`src/rtl/key_sw_debounce_pkg.sv`:
```
// Shared constants for the key/switch conditioning stage: register bit layout,
// input counts, reset levels and the debounce counter width helper.
package key_sw_debounce_pkg;

    localparam int SW_LO_LSB = 0;
    localparam int KEY_LSB   = 9;
    localparam int PRESS_LSB = 12;
    localparam int MASK_LSB  = 15;
    localparam int SW_HI_LSB = 22;

    localparam int NUM_KEYS = 3;
    localparam int NUM_SW   = 18;
    localparam int SW_LO_W  = 8;
    localparam int SW_HI_W  = NUM_SW - SW_LO_W;

    // Inputs reset to "released / off" in active-high terms.
    localparam logic SYNC_RST   = 1'b0;
    localparam logic STABLE_RST = 1'b0;

    // A single-cycle debounce still needs a one-bit counter to be legal.
    function automatic int cnt_width(input int n);
        return (n > 1) ? $clog2(n) : 1;
    endfunction

endpackage

```
`src/rtl/key_sw_debounce_debounce_cell.sv`:
```
// One input: two-flop synchronizer, debounce counter and stable level, plus a
// one-cycle rise strobe registered on the edge the stable level goes 0->1.
module debounce_cell
    import key_sw_debounce_pkg::*;
#(
    parameter int DB_CYCLES = 500000
) (
    input  logic clk,
    input  logic rst,
    input  logic din,
    output logic level,
    output logic rise
);

    localparam int             CW      = cnt_width(DB_CYCLES);
    localparam logic [CW-1:0] CNT_MAX = CW'(DB_CYCLES - 1);

    logic          s1;
    logic          s2;
    logic [CW-1:0] cnt;

    always_ff @(posedge clk or posedge rst) begin
        if (rst) begin
            s1    <= SYNC_RST;
            s2    <= SYNC_RST;
            level <= STABLE_RST;
            cnt   <= '0;
            rise  <= 1'b0;
        end else begin
            s1   <= din;
            s2   <= s1;
            rise <= 1'b0;
            // Any return to the stable value restarts the qualification window.
            if (s2 == level) begin
                cnt <= '0;
            end else if (cnt == CNT_MAX) begin
                level <= s2;
                cnt   <= '0;
                rise  <= s2;
            end else begin
                cnt <= cnt + CW'(1);
            end
        end
    end

endmodule

```
`src/rtl/key_sw_debounce.sv`:
```
// Debounces KEY3..KEY1 and SW17..SW0, keeps sticky key-press flags and exposes a
// word-wide register port. Optional KEY_DEBOUNCE_IRQ_EN adds an irq mask and irq.
module key_sw_debounce
    import key_sw_debounce_pkg::*;
#(
    parameter int DB_CYCLES = 500000
) (
    input  logic                clk,
    input  logic                rst,
    input  logic [NUM_KEYS-1:0] key_n,
    input  logic [NUM_SW-1:0]   sw,
    output logic [NUM_KEYS-1:0] key_db,
    output logic [NUM_SW-1:0]   sw_db,
    input  logic                en,
    input  logic                wr,
    input  logic [31:0]         data_in,
    output logic [31:0]         data_out
`ifdef KEY_DEBOUNCE_IRQ_EN
    ,
    output logic                irq
`endif
);

    logic [NUM_KEYS-1:0] key_rise;
    logic [NUM_SW-1:0]   sw_rise_unused;
    logic [NUM_KEYS-1:0] press;
    logic [NUM_KEYS-1:0] clr;
    logic                wr_en;

    for (genvar i = 0; i < NUM_KEYS; i++) begin : g_key
        debounce_cell #(.DB_CYCLES(DB_CYCLES)) u_cell (
            .clk   (clk),
            .rst   (rst),
            .din   (~key_n[i]),
            .level (key_db[i]),
            .rise  (key_rise[i])
        );
    end

    for (genvar i = 0; i < NUM_SW; i++) begin : g_sw
        debounce_cell #(.DB_CYCLES(DB_CYCLES)) u_cell (
            .clk   (clk),
            .rst   (rst),
            .din   (sw[i]),
            .level (sw_db[i]),
            .rise  (sw_rise_unused[i])
        );
    end

    assign wr_en = en & wr;
    assign clr   = wr_en ? data_in[PRESS_LSB +: NUM_KEYS] : '0;

    // A rise arriving on the same edge as a clear keeps the flag set.
    always_ff @(posedge clk or posedge rst) begin
        if (rst) begin
            press <= '0;
        end else begin
            press <= (press & ~clr) | key_rise;
        end
    end

`ifdef KEY_DEBOUNCE_IRQ_EN
    logic [NUM_KEYS-1:0] irq_mask;
    logic                unused_din;

    always_ff @(posedge clk or posedge rst) begin
        if (rst) begin
            irq_mask <= '0;
        end else if (wr_en) begin
            irq_mask <= data_in[MASK_LSB +: NUM_KEYS];
        end
    end

    assign irq        = |(press & irq_mask);
    assign unused_din = ^{data_in[31:MASK_LSB+NUM_KEYS], data_in[PRESS_LSB-1:0]};
`else
    logic unused_din;
    assign unused_din = ^{data_in[31:PRESS_LSB+NUM_KEYS], data_in[PRESS_LSB-1:0]};
`endif

    always_comb begin
        data_out                          = '0;
        data_out[SW_LO_LSB +: SW_LO_W]    = sw_db[SW_LO_W-1:0];
        data_out[KEY_LSB +: NUM_KEYS]     = key_db;
        data_out[PRESS_LSB +: NUM_KEYS]   = press;
`ifdef KEY_DEBOUNCE_IRQ_EN
        data_out[MASK_LSB +: NUM_KEYS]    = irq_mask;
`endif
        data_out[SW_HI_LSB +: SW_HI_W]    = sw_db[NUM_SW-1:SW_LO_W];
    end

endmodule

```
`config.mk`:
```
export PLATFORM = sky130hd
export DESIGN_NAME = key_sw_debounce
export DESIGN_NICKNAME = d
export VERILOG_FILES = /design/src/rtl/key_sw_debounce_pkg.sv /design/src/rtl/key_sw_debounce_debounce_cell.sv /design/src/rtl/key_sw_debounce.sv
export SDC_FILE = /design/constraint.sdc
export NUM_CORES = 1
export LEC_CHECK = 0
export CAP_MARGIN = 40
export CORE_MARGIN = 2
export CORE_UTILIZATION = 66
export CTS_CLUSTER_SIZE = 8
export DETAILED_ROUTE_END_ITERATION = 6
export PLACE_DENSITY = 0.86
export SYNTH_ARGS = -nofsm -noshare
export SYNTH_HDL_FRONTEND = slang
export SYNTH_HIERARCHICAL = 1
export SYNTH_SLANG_ARGS = --single-unit
```
`constraint.sdc`:
```
create_clock -name clk -period 5.1 [get_ports clk]
set_input_delay 0.51 -clock clk [delete_from_list [all_inputs] [get_ports clk]]
set_output_delay 0.51 -clock clk [all_outputs]
set_load 0.01 [all_outputs]
```
==> impl_metrics.py <==
metrics = {
    "status": {
        "run_status": "completed",
    },
    "grt": {
        "grt_use_total": 0.248,
        "grt-ovfl-total": 0,
        "grt_pass1_vias": 17300,
        "grt_start_max_net_pins": 24,
        "antenna_found_initial": 0,
        "grt_pass1_wl_mm": 80.1,
    },
    "timing": {
        "fin_tns_setup_ns": 0,
        "timing.slew.headroom": 0.429,
        "grt_setup_unrepaired": "no",
        "fin_ws_ns": 2.97,
        "setup_viol_count_final": 0,
        "fmax_mhz": 470,
        "drv_slew": 0,
        "final_hold_viol_count": 0,
        "period_needed_ns": 2.13,
        "finalCritPeriodShare": 0.417,
        "tightest_slew_ns": 0.855,
        "finClkSkew_ns": 0.0151,
    },
    "pwr": {
        "power.leakage_nw": 11.1,
        "powerDensity_mw_per_mm2": 300,
        "ir_worst_vdd_mv": 0.323,
        "finalPower_mw": 8.03,
    },
    "floorplanning": {
        "dieArea_sq_mm": 0.0376,
        "num_io_pins": 110,
        "num_rows": 69,
        "core_sq_mm": 0.0356,
        "die_w_um": 194,
        "die_h_um": 194,
        "start_util": 0.669,
    },
    "routing": {
        "drt_iter0_drc": 1056,
        "drt-total-wl_mm": 45.8,
        "wire_per_inst_um": 16.3,
        "viasPerCell": 5.98,
        "route.detailed.drc": 0,
        "first_pass_iters": 6,
        "dr_total_vias": 16800,
        "postRouteAntennaNets": 0,
    },
    "worst_setup_path": {
        "slowest_delay_ns": 0.59,
        "startpoint_type": "flop",
        "required_ns": 4.59,
        "critPathBufInv": 1,
        "path_max_fanout": 4,
        "worstPathArrival_ns": 1.62,
        "endpoint_kind": "primary output",
        "path_cells": "clkdlybuf4s50_1",
        "crit_type": "reg -> out",
        "critPathTopFamily": "buffers and inverters",
        "crit_slowest_cell": "clkdlybuf4s50_1",
    },
    "cts": {
        "cts_root_buffer": "clkbuf_16",
        "postCtsSetupRepairBufs": 0,
        "numCtsBuffers": 68,
        "clk_latency_ns": 0.56,
        "cts_tree": "done",
        "clock_path_buffers": 3,
        "postCtsHoldBufs": 0,
        "cts_resized": 0,
        "clock-sinks": 468,
        "clk_pin_slew_ns": 0.05,
        "htreeDepth": 3,
    },
    "cells_and_area": {
        "fill_cells": 2287,
        "diodes": 0,
        "final_layout_size_suffix_gt1_frac": 0.107,
        "syn2layout_area_growth_pct": 12.3,
        "layout_common_cells": "dfrtp_1, nor2_1, xnor2_1, nand3_1, inv_1",
        "final_common_cell": "dfrtp_1",
        "final_nets": 2424,
    },
    "placement": {
        "routabilityCongestion": 0.826,
        "hpwl_mm": 29.0,
        "pre_cts_ws_ns": 3.15,
        "portBuffers": 72,
    },
    "synthesis": {
        "synth.avg_cell_area_sq_um": 10.6,
        "syn_area_sq_mm": 0.0238,
        "ys_warn_count": 6,
        "synth_cells": 2239,
    },
    "hold_path": {
        "min_path_type": "reg -> reg",
    },
    "run": {
        "drv_cap": 0,
    },
}
==> stage by stage <==
step           hold slack, ns  std cells  cell area, sq um   util
5_1_grt                 0.350       2814             26700  0.752
2_1_floorplan           0.264       2246             23800      -
3_3_place_gp            0.332       2730             24800  0.696
4_1_cts                 0.335       2808             26600  0.747
3_5_place_dp            0.335       2731             24800  0.697
6_report                0.341       2814             26700  0.752
==> state kept, by name, indices dropped and copies added (netlist names) <==
signal and flops:
g_sw.u_cell/s1 18, g_sw.u_cell/level 18, g_key.u_cell/rise 3, g_key.u_cell/s2 3
g_sw.u_cell/s2 18, g_key.u_cell/level 3, g_sw.u_cell/cnt 342, g_key.u_cell/s1 3
press 3, g_key.u_cell/cnt 57
==> cell type report <==
type | count | area [sq um] | area share
inverter | 109 | 409 | 0.0153
tap | 461 | 577 | 0.0216
clock buffer | 72 | 1750 | 0.0654
clock inverter | 5 | 58.8 | 0.00220
sequential | 468 | 11700 | 0.438
timing repair buffer | 80 | 896 | 0.0335
multi-input combinational | 1619 | 11300 | 0.424
==> final timing paths <==
| kind | startpoint | endpoint | slack (ns) | cells past startpoint |
|---|---|---|---|---|
| min reg2reg | g_sw[10].u_cell/s1 | g_sw[10].u_cell/s2 | 0.34 | 0 |
| min in group asynchronous | rst | press[2] | 0.46 | 3 |
| max reg2reg | g_key[2].u_cell/cnt[11] | g_key[2].u_cell/level | 3.01 | 4 |
| min | g_sw[10].u_cell/s1 | g_sw[10].u_cell/s2 | 0.34 | 0 |
| max in group asynchronous | rst | g_sw[7].u_cell/cnt[16] | 3.79 | 3 |
| max | g_sw[15].u_cell/level | sw_db[15] | 2.97 | 1 |
==> per-layer routing <==
| metal | part of all wire | up-vias | GRT usage |
|---|---|---|---|
| li1 | - | 7986 | - |
| met1 | 0.43 | 8417 | 0.327 |
| met5 | 0 | - | 0 |
| met4 | 0.019 | 0 | 0.0713 |
| met3 | 0.039 | 66 | 0.0431 |
| met2 | 0.52 | 353 | 0.426 |
==> report_power, final <==
part	total, mW	switching (mW)	leakage (nW)	internal (mW)
clock network	3.91	1.51	0.887	2.40
registers	3.85	0.0711	6.39	3.78
logic	0.269	0.176	3.79	0.0936
total	8.03	1.76	11.1	6.27
Power figures use the tool's default switching activity.
